===== config.mk =====
export PLATFORM = sky130hd
export DESIGN_NAME = rv32_imem_loader_flat
export DESIGN_NICKNAME = d
export VERILOG_FILES = /design/src/rtl/rv32_imem_loader_if.sv /design/src/rtl/rv32_imem_loader.sv /design/src/flat_wrapper.sv
export SDC_FILE = /design/constraint.sdc
export NUM_CORES = 1
export LEC_CHECK = 0
export CORE_MARGIN = 3
export CORE_UTILIZATION = 25
export CTS_CLUSTER_DIAMETER = 40
export CTS_CLUSTER_SIZE = 20
export DETAILED_ROUTE_END_ITERATION = 10
export SYNTH_ARGS = -nofsm -noshare
export SYNTH_HDL_FRONTEND = slang
export SYNTH_SLANG_ARGS = --single-unit

===== constraint.sdc =====
create_clock -name rv32_io_clk -period 6.5 [get_ports rv32_io_clk]
set_clock_uncertainty 0.2 [all_clocks]
set_input_delay 1.625 -clock rv32_io_clk [delete_from_list [all_inputs] [get_ports rv32_io_clk]]
set_output_delay 1.625 -clock rv32_io_clk [all_outputs]
set_load 0.02 [all_outputs]

===== src/rtl/rv32_imem_loader_if.sv =====
`default_nettype none
// ============================================================================
// Module      : rv32_imem_loader_if
// Description : Byte-stream, instruction-memory write and status bundle
//               between a program source and rv32_imem_loader.
// Revision    : 1.0  initial release
// ============================================================================

interface rv32_imem_loader_if #(
  parameter int IMEM_AW = 12
);
  logic               start;
  logic [7:0]         byte_data;
  logic               byte_valid;
  logic               byte_ready;
  logic [IMEM_AW-1:0] rv32_io_imem_addr;
  logic [31:0]        rv32_io_imem_data;
  logic               rv32_io_imem_w_en;
  logic               rv32_io_program;
  logic               done;
  logic               err;
  logic [IMEM_AW:0]   words_loaded;

  // Program source side: drives the byte stream, observes the loader.
  modport master (
    output start, byte_data, byte_valid,
    input  byte_ready, rv32_io_imem_addr, rv32_io_imem_data, rv32_io_imem_w_en,
    input  rv32_io_program, done, err, words_loaded
  );

  // Loader side.
  modport slave (
    input  start, byte_data, byte_valid,
    output byte_ready, rv32_io_imem_addr, rv32_io_imem_data, rv32_io_imem_w_en,
    output rv32_io_program, done, err, words_loaded
  );
endinterface

`default_nettype wire


===== src/rtl/rv32_imem_loader.sv =====
`default_nettype none
// ============================================================================
// Module      : rv32_imem_loader
// Description : Loads a length-prefixed little-endian byte stream into the
//               core instruction memory, holding the core in program mode.
// Revision    : 1.0  initial release
// ============================================================================

module rv32_imem_loader #(
  parameter int IMEM_DEPTH = 4096,
  parameter int IMEM_AW    = 12
) (
  input  logic              rv32_io_clk,
  input  logic              rv32_io_rst,
  rv32_imem_loader_if.slave bus
);

  typedef enum logic [2:0] {
    S_IDLE = 3'd0,
    S_HDR  = 3'd1,
    S_DATA = 3'd2,
    S_WR   = 3'd3,
    S_DONE = 3'd4,
    S_ERR  = 3'd5
  } state_t;

  localparam logic [31:0] C_DEPTH = 32'(IMEM_DEPTH);

  state_t             state_q;
  logic [1:0]         byte_cnt_q;
  logic [31:0]        len_q;
  logic [23:0]        word_q;
  logic [IMEM_AW:0]   words_loaded_q;
  logic               byte_ready_q;
  logic               w_en_q;
  logic [IMEM_AW-1:0] addr_q;
  logic [31:0]        data_q;
  logic               program_q;
  logic               done_q;
  logic               err_q;

  logic               accept_d;
  logic               last_byte_d;
  logic [31:0]        len_d;
  logic [31:0]        word_d;
  logic [IMEM_AW:0]   words_loaded_d;

  assign accept_d       = bus.byte_valid & byte_ready_q;
  assign last_byte_d    = (byte_cnt_q == 2'd3);
  // Fully assembled values as of the 4th byte, used for the same-edge decision.
  assign len_d          = {bus.byte_data, len_q[23:0]};
  assign word_d         = {bus.byte_data, word_q};
  assign words_loaded_d = words_loaded_q + (IMEM_AW+1)'(1);

  always_ff @(posedge rv32_io_clk) begin
    if (rv32_io_rst) begin
      state_q        <= S_IDLE;
      byte_cnt_q     <= 2'd0;
      len_q          <= 32'd0;
      word_q         <= 24'd0;
      words_loaded_q <= '0;
      byte_ready_q   <= 1'b0;
      w_en_q         <= 1'b0;
      addr_q         <= '0;
      data_q         <= 32'd0;
      program_q      <= 1'b0;
      done_q         <= 1'b0;
      err_q          <= 1'b0;
    end else begin
      done_q <= 1'b0;
      w_en_q <= 1'b0;
      addr_q <= '0;
      data_q <= 32'd0;

      case (state_q)
        S_IDLE: begin
          if (bus.start) begin
            err_q          <= 1'b0;
            words_loaded_q <= '0;
            byte_cnt_q     <= 2'd0;
            len_q          <= 32'd0;
            word_q         <= 24'd0;
            byte_ready_q   <= 1'b1;
            program_q      <= 1'b1;
            state_q        <= S_HDR;
          end
        end

        S_HDR: begin
          if (accept_d) begin
            byte_cnt_q                  <= byte_cnt_q + 2'd1;
            len_q[8*byte_cnt_q +: 8]    <= bus.byte_data;
            if (last_byte_d) begin
              if ((len_d == 32'd0) || (len_d > C_DEPTH)) begin
                err_q        <= 1'b1;
                byte_ready_q <= 1'b0;
                program_q    <= 1'b0;
                state_q      <= S_ERR;
              end else begin
                state_q <= S_DATA;
              end
            end
          end
        end

        S_DATA: begin
          if (accept_d) begin
            byte_cnt_q <= byte_cnt_q + 2'd1;
            if (!last_byte_d) begin
              word_q[8*byte_cnt_q +: 8] <= bus.byte_data;
            end else begin
              byte_ready_q <= 1'b0;
              // Backstop: a write past the memory end aborts the load instead.
              if (32'(words_loaded_q) >= C_DEPTH) begin
                err_q     <= 1'b1;
                program_q <= 1'b0;
                state_q   <= S_ERR;
              end else begin
                w_en_q  <= 1'b1;
                addr_q  <= words_loaded_q[IMEM_AW-1:0];
                data_q  <= word_d;
                state_q <= S_WR;
              end
            end
          end
        end

        S_WR: begin
          words_loaded_q <= words_loaded_d;
          if (32'(words_loaded_d) == len_q) begin
            done_q    <= 1'b1;
            program_q <= 1'b0;
            state_q   <= S_DONE;
          end else begin
            byte_ready_q <= 1'b1;
            state_q      <= S_DATA;
          end
        end

        S_DONE: state_q <= S_IDLE;

        S_ERR: state_q <= S_IDLE;

        default: begin
          byte_ready_q <= 1'b0;
          program_q    <= 1'b0;
          state_q      <= S_IDLE;
        end
      endcase
    end
  end

  assign bus.byte_ready        = byte_ready_q;
  assign bus.rv32_io_imem_w_en = w_en_q;
  assign bus.rv32_io_imem_addr = addr_q;
  assign bus.rv32_io_imem_data = data_q;
  assign bus.rv32_io_program   = program_q;
  assign bus.done              = done_q;
  assign bus.err               = err_q;
  assign bus.words_loaded      = words_loaded_q;

endmodule

`default_nettype wire


===== src/flat_wrapper.sv =====
// flat-port wrapper written by rule: the top's interface ports become plain ports
module rv32_imem_loader_flat 
#(
  parameter int IMEM_DEPTH = 4096,
  parameter int IMEM_AW    = 12
)
  (rv32_io_clk, rv32_io_rst, bus_start, bus_byte_data, bus_byte_valid, bus_byte_ready, bus_rv32_io_imem_addr, bus_rv32_io_imem_data, bus_rv32_io_imem_w_en, bus_rv32_io_program, bus_done, bus_err, bus_words_loaded);
  rv32_imem_loader_if #(.IMEM_AW(IMEM_AW)) bus_i ();
  input  logic rv32_io_clk;
  input  logic rv32_io_rst;
  input wire logic [$bits(bus_i.start)-1:0] bus_start;
  input wire logic [$bits(bus_i.byte_data)-1:0] bus_byte_data;
  input wire logic [$bits(bus_i.byte_valid)-1:0] bus_byte_valid;
  output wire logic [$bits(bus_i.byte_ready)-1:0] bus_byte_ready;
  output wire logic [$bits(bus_i.rv32_io_imem_addr)-1:0] bus_rv32_io_imem_addr;
  output wire logic [$bits(bus_i.rv32_io_imem_data)-1:0] bus_rv32_io_imem_data;
  output wire logic [$bits(bus_i.rv32_io_imem_w_en)-1:0] bus_rv32_io_imem_w_en;
  output wire logic [$bits(bus_i.rv32_io_program)-1:0] bus_rv32_io_program;
  output wire logic [$bits(bus_i.done)-1:0] bus_done;
  output wire logic [$bits(bus_i.err)-1:0] bus_err;
  output wire logic [$bits(bus_i.words_loaded)-1:0] bus_words_loaded;
  assign bus_i.start = bus_start;
  assign bus_i.byte_data = bus_byte_data;
  assign bus_i.byte_valid = bus_byte_valid;
  assign bus_byte_ready = bus_i.byte_ready;
  assign bus_rv32_io_imem_addr = bus_i.rv32_io_imem_addr;
  assign bus_rv32_io_imem_data = bus_i.rv32_io_imem_data;
  assign bus_rv32_io_imem_w_en = bus_i.rv32_io_imem_w_en;
  assign bus_rv32_io_program = bus_i.rv32_io_program;
  assign bus_done = bus_i.done;
  assign bus_err = bus_i.err;
  assign bus_words_loaded = bus_i.words_loaded;
  rv32_imem_loader #(.IMEM_DEPTH(IMEM_DEPTH), .IMEM_AW(IMEM_AW)) u_core (.rv32_io_clk(rv32_io_clk), .rv32_io_rst(rv32_io_rst), .bus(bus_i));
endmodule

==> results summary, run 1 <==
The fraction of final layout cells with drive strength greater than 1 came out at 6.835%. Setup repair after global routing left no endpoint under its margin. The final routed wire length divided by cell count came out at 14.32 um. The via count came out at 4411. The final routed DRC violation total is 0. The placement row count came out at 51. The number of buffers added for setup after CTS came out at 0.

The die covers 22180 um2. The mean number of vias per cell came out at 4.703. The path class of the tightest hold or removal check is reg2reg. The number of top-level design ports is 74.

The number of stages on the worst hold path came out at 2. The worst register-to-register path has a depth of 7. The detail route stage leaves a number of antenna-violating nets equal to 0. The overall power after layout came out at 1.886 mW. From bottom edge to top edge, the die measures 148.9 um. The number of antenna violations at the first check in global routing is 0. The worst hold path begins at u_core.word_q[13].

The pin count of the biggest net entering global routing is 80. The mapped netlist covers 5106 um2. The wire-length estimate of the detail-placed layout is 9211 um.

The register-to-register setup slack came out at 3330 ps. The data arrival time of the critical path is 3820 ps. TritonCTS built the clock tree. The depth of the CTS H-tree came out at 4. Traced cell by cell, the critical path runs through clkdlybuf4s50_1, nor4_1, nand2_1, nor4b_1, o32ai_1, o31a_1, o21a_1.

The number of pins with negative max-slew slack in the final report is 0. The warning count from the yosys run came out at 0. The smallest setup slack after layout is 2788 ps. Prior to clock tree synthesis, the placed netlist has a worst setup slack of 2353 ps. The via count of the first global-routing pass is 4104. The post-detailed-routing wire length is 13430 um. Of all nets on the critical path, the largest fanout is 9. The core region is 19780 um2.

The type of origin of the critical path is a primary input. The residual overflow from global routing came out at 0. For this design the static power due to leakage is 2.247 nW.

The growth of design area from synthesis to finish came out at 29.38%. The most used flip-flop cell after synthesis is dfxtp_1. Routability-driven placement finished with a final weighted congestion of 0.8637.

The worst path in the final design needs a cycle of 3712 ps, including I/O delays and setup. The critical path runs through a total of 7 cells. The data required time of the critical path came out at 6600 ps. The buffer depth of the longest clock path came out at 2. The number of filler cells placed in the layout came out at 2062. The hold violation count in the final report came to 0. TritonCTS created 17 clock buffers.

The library cell used most frequently in the layout, excluding fill and tap cells, is dfxtp_1. Yosys mapped a number of flops with a built-in enable equal to 0. The iteration count of the initial detailed-routing pass came out at 5. The average cell area after synthesis is 8.496 um2.

The number of sinks driven by the clock tree came out at 123. The critical path is of the in2reg type. The post-synthesis sequential element count is 123. The hold buffer count at CTS is 0. The post-synthesis instance total came out at 601. The share of synthesized flip-flops with an asynchronous set or reset is 0%.

The clock slew at the register clock pins of the worst setup and hold paths is 60 ps. The stage delay of the slowest cell on the critical path is 630 ps. The number of buffers and inverters on the critical path is 1. STA classifies the critical path endpoint as a flip-flop.

The cell class contributing the biggest share of worst-path delay is simple AND/OR/NAND/NOR gates. The worst pin sits at a relative slew slack of 23.02%. The slowest library cell on the worst path is clkdlybuf4s50_1. The sequential cell area fraction in the yosys report came out at 48.22%. For the worst-skew pair, the clock arrives at the later sink with an insertion delay of 410 ps. The top cell types in the final layout, fill and taps aside, are dfxtp_1 (123), a21oi_1 (78), clkdlybuf4s50_1 (72). The summed negative setup slack over all endpoints is 0 ps.

The run finished with clean final reports. The final layout contains 678 nets. The post-route fraction of the period consumed by the critical path is 57.11%. The global-route usage over all layers is 12.32%. Clock tree synthesis selected as its root buffer the cell clkbuf_16. The initial standard-cell utilization of the core came out at 25.81%. The number of distinct library cells after synthesis is 51. The startpoint identified for the worst register-to-register timing path is u_core.bus.words_loaded[0]. The net count after synthesis came out at 619. Based on the critical path, the design can be clocked at up to 0.2694 GHz.

The final antenna diode count came out at 0. Measured on the finished design, the core utilization comes to 33.40%. The slew at the pin closest to its max-slew limit came out at 1144 ps. The count of endpoints failing setup in the final report is 0.

Post-CTS repair changed the size of 0 cells. The path with the worst hold slack has its endpoint at u_core.word_q[13]. Max-cap violations in this run came to 0.

The final-layout worst hold slack came out at 247.0 ps. The endpoint identified for the worst register-to-register timing path is u_core.state_q[1]. Measured along the x axis, the die boundary spans 148.9 um.

The power density of the placed cells is 285.4 nW/um2. The worst supply voltage drop on vdd is 0.1821 mV. The DRC violation total after the first TritonRoute iteration came out at 321. The number of I/O port buffers came out at 73. The first-pass GRT wire length is 21800 um.
==> cells in the mapped netlist (6+ instances only) <==
cell type	n	area, um2
a21oi_1	78	390.4
and2_1	44	275.3
clkbuf_1	25	93.84
dfxtp_1	123	2462
ha_1	6	75.07
inv_1	10	37.54
nand2_1	68	255.2
nand3_1	68	340.3
nand4_1	10	62.56
nor2_1	36	135.1
nor3_1	9	45.04
nor4_1	12	75.07
o21ai_0	13	65.06
xnor2_1	9	78.83
==> flip-flops by register name (all words and copies together) (netlist names) <==
signal                        flops
u_core.state_q                    3
u_core.bus.rv32_io_imem_addr     12
u_core.word_q                    24
u_core.byte_cnt_q                 2
u_core.bus.err                    1
u_core.len_q                     32
u_core.bus.byte_ready             1
u_core.bus.words_loaded          13
u_core.bus.rv32_io_imem_data     32
u_core.bus.rv32_io_imem_w_en      1
u_core.bus.rv32_io_program        1
u_core.bus.done                   1
==> report_power, final <==
group          internal [mW]  switching, mW
registers              0.763         0.0103
clock network          0.583          0.370
logic                 0.0459          0.114
total                   1.39          0.495
==> final cells by class <==
type | instances | area (um2) | share of cell area (%)
well taps | 265 | 331.6 | 5.019
repair buffers | 75 | 740.7 | 11.21
clock inverters | 14 | 160.2 | 2.424
inverters | 10 | 37.54 | 0.5682
flip-flops and latches | 123 | 2462 | 37.27
clock buffers | 18 | 439.2 | 6.648
multi-input cells | 433 | 2435 | 36.86
==> worst max path at each step <==
stage                      from                    end  slack (ps)
2_1_floorplan  bus_byte_data[0]  u_core.bus.byte_ready        3160
3_3_place_gp   bus_byte_data[4]  u_core.bus.byte_ready        2360
3_5_place_dp   bus_byte_data[0]  u_core.bus.byte_ready        2350
4_1_cts        bus_byte_data[0]  u_core.bus.byte_ready        2780
5_1_grt        bus_byte_data[4]  u_core.bus.byte_ready        2570
6_report       bus_byte_data[0]  u_core.bus.byte_ready        2790
==> cells by family (layout without fill, tap and decap cells) <==
logic type	Yosys count	count (layout)	synth area share [%]
compound gates	133	133	15.14
xor+xnor	14	14	2.401
fa+ha+maj	6	6	1.470
buf+inv	45	117	4.215
flops	123	123	48.22
simple gates	280	280	28.55
==> stage by stage <==
step,instance area (um2),std cells
after floorplan,5106,601
after CTS,6606,938
final,6606,938
after global placement,6007,906
after global routing,6606,938
after detailed placement,6007,906
==> per-layer routing <==
metal	up-vias	track usage, %	share of wire [%]
met5	-	0	0
met4	0	4.256	1.5
met1	2054	16.41	47
met2	99	19.33	46
met3	18	3.282	5.7
li1	2240	-	-
==> tightest hold or removal path, delay by kind of cell, from the launching register on <==
family	cells	cell delay (ps)
simple gates	1	50
flops	1	300
compound gates	1	50
Power figures use the tool's default switching activity.
==> run 2: changes to the inputs <==
clock period = 3.4 ns   (was 6.5 ns; I/O delays follow)
==> results summary, run 2 (same netlist as run 1, synthesis figures left out) <==
The headroom to the max-slew limit came out at 44.23%. The number of buffers added by the clock tree synthesis step came out at 17. The horizontal die dimension is 148.9 um. In this run the static leakage power is 2.301 nW. The worst supply voltage drop on vdd is 0.2848 mV. In this run the standard cell core region covers 19780 um2. The total die area came out at 22180 um2. STA classifies the critical path endpoint as a flip-flop. Traced cell by cell, the critical path runs through ha_1, and3_1, nand4_1, a2111oi_0, nand4_1, a211oi_1, a311oi_1. The iteration count of the initial detailed-routing pass came out at 5. The maximum fanout along the worst path came out at 8.

In this run the clock root is driven by a clkbuf_16. The critical path contains buffers and inverters numbering 0 combined. Row generation in the floorplan step produced 51 rows. The via count came out at 4442. The number of antenna violations at the first check in global routing came to 0. The flow ran to the end, and the final reports show no timing, DRC or antenna violations. The depth of the CTS H-tree is 4. The design draws 3.444 mW. Summed over all layers, the routed wires come to 13770 um. The pin count of the biggest net entering global routing came out at 79. The final non-filler cell total came out at 953. The routability congestion estimate from global placement is 0.8322. Input and output buffers added on the ports amount to 73.

Relative to the synthesized area, the layout overhead comes to 30.61%. The pre-CTS worst setup slack is 320.1 ps. Setup slack on the critical path of the routed design comes to 411.5 ps.

Based on the critical path, the design can be clocked at up to 0.3346 GHz. The mean number of vias per cell came out at 4.661. The final routed DRC violation total is 0. The power density of the placed cells came out at 516.4 nW/um2. The clock latency at the later pin of the worst-skew pair is 420 ps. In this run the post-CTS setup repair buffer count came out at 0. The count of endpoints failing setup in the final report came out at 0.

The via count of the first global-routing pass is 4051. The hold buffer count at CTS is 0. The post-route fraction of the period consumed by the critical path is 87.90%. Once placement finished, the instance area stood at 6120 um2.

The library cell used most frequently in the layout, excluding fill and tap cells, is dfxtp_1. STA classifies the critical path startpoint as a flip-flop. The cell that appears most often on the critical path is nand4_1. The final critical delay including setup and external delays is 2988 ps.

The share of total power dissipated in combinational logic is 9.2%. Among cell families on the critical path, the largest total delay comes from compound AO/OA/AOI/OAI gates. The worst setup path is of the reg2reg kind.

The clock slew at the register clock pins of the worst setup and hold paths came out at 60 ps. TritonCTS built the clock tree. The number of pins with negative max-slew slack in the final report is 0.

Summed over all layers, the global routing overflow is 0. The clock power share came out at 47.9%. The internal portion of total power is 2.500 mW.

The slew at the pin closest to its max-slew limit came out at 836.6 ps. The proportion of power drawn by flip-flops and latches is 42.9%. The buffer depth of the longest clock path came out at 2. The switching part of the total power is 27.40%. Summed over all nets, the half-perimeter wirelength after detailed placement is 9218 um. The initial utilization of the core area, before any placement, comes to 25.81%. The final routed wire length divided by cell count is 14.45 um.

The repair_antennas step left the layout with diodes totalling 0. The worst hold path belongs to the class reg2reg. The global-route usage over all layers is 12.51%.

The net switching power of the design came out at 943.5 uW. The tool flagged a number of max-cap violations equal to 0. The vertical extent of the die came out at 148.9 um. Data on the critical path is required at its endpoint by 3460 ps. The cell count after placement is 921.

The data arrival time of the critical path came out at 3050 ps. The number of nets still failing antenna checks after routing came out at 0. The count of nets after finishing is 693. The summed negative setup slack over all endpoints is 0 ps. At the end of the flow the core is filled with cells to 33.71%.

Once layout is done, the placed cells without fillers occupy 6669 um2. Cells with a size suffix above 1 make up 8.866% of the layout. The library cells used most frequently in the layout, excluding fill and tap cells, are dfxtp_1 (123), a21oi_1 (78), clkdlybuf4s50_1 (72). Setup repair after global routing left no endpoint under its margin. The number of top-level design ports came out at 74. The stage delay of the slowest cell on the critical path came out at 630 ps. The slowest library cell on the worst path is a2111oi_0.

The DRC violation total after the first TritonRoute iteration is 344. The final-layout worst hold slack came out at 244.2 ps. The hold violation count in the final report was 0.

The first global-routing pass estimated 21820 um of wire. The number of sinks driven by the clock tree came out at 123.
-- run 2: changes by cell type in the layout (fill, tap and decap cells not counted), sizes merged --
cell | previous run | this run
buf | 3 | 18
bufinv | 2 | 0
clkinv | 4 | 7
clkinvlp | 3 | 2
-- run 2: what timing repair did --
| action | in CTS | in global routing |
|---|---|---|
| endpoints found under the setup margin | 0 | 2 |
| resized for setup | 0 | 1 |
| hold endpoints to repair | 0 | 0 |
-- run 2: final timing paths --
path | startpoint | endpoint | depth (start not counted) | slack (ps)
setup / recovery | u_core.bus.words_loaded[1] | u_core.state_q[1] | 7 | 410
hold / removal | u_core.word_q[11] | u_core.word_q[11] | 2 | 240
hold reg to reg | u_core.word_q[11] | u_core.word_q[11] | 2 | 240
setup reg to reg | u_core.bus.words_loaded[1] | u_core.state_q[1] | 7 | 410
-- run 2: cell type report --
cell class / instances / area (um2)
timing repair buffer: 90 / 853.3
multi-input combinational: 433 / 2440
sequential: 123 / 2462
fill: 2091 / 13110
inverter: 10 / 37.54
clock buffer: 18 / 429.2
clock inverter: 14 / 115.1
tap: 265 / 331.6
-- run 2: per-layer routing --
| layer | part of all wire, % | wire (um) | vias to the layer above | global-route usage (%) |
|---|---|---|---|---|
| li1 | - | - | 2265 | - |
| met1 | 48 | 6612 | 2042 | 17.11 |
| met2 | 45 | 6155 | 115 | 18.67 |
| met3 | 5.4 | 748 | 20 | 3.221 |
| met4 | 1.9 | 258 | 0 | 5.355 |
| met5 | 0 | 0 | - | 0 |
-- run 2: tightest hold or removal path, delay by kind of cell, from the launching register on --
family	cells	cell delay, ps
flops	1	300
simple gates	1	50
compound gates	1	50
-- run 2: power groups by stage --
| stage | combinational [mW] | clock, mW | sequential, mW |
|---|---|---|---|
| finish | 0.317 | 1.65 | 1.48 |
| global route | 0.348 | 1.76 | 1.48 |
| CTS | 0.314 | 1.69 | 1.48 |
| detailed placement | 0.313 | 0 | 1.51 |
| global placement | 0.315 | 0 | 1.51 |
| floorplan | 0.211 | 0 | 1.51 |
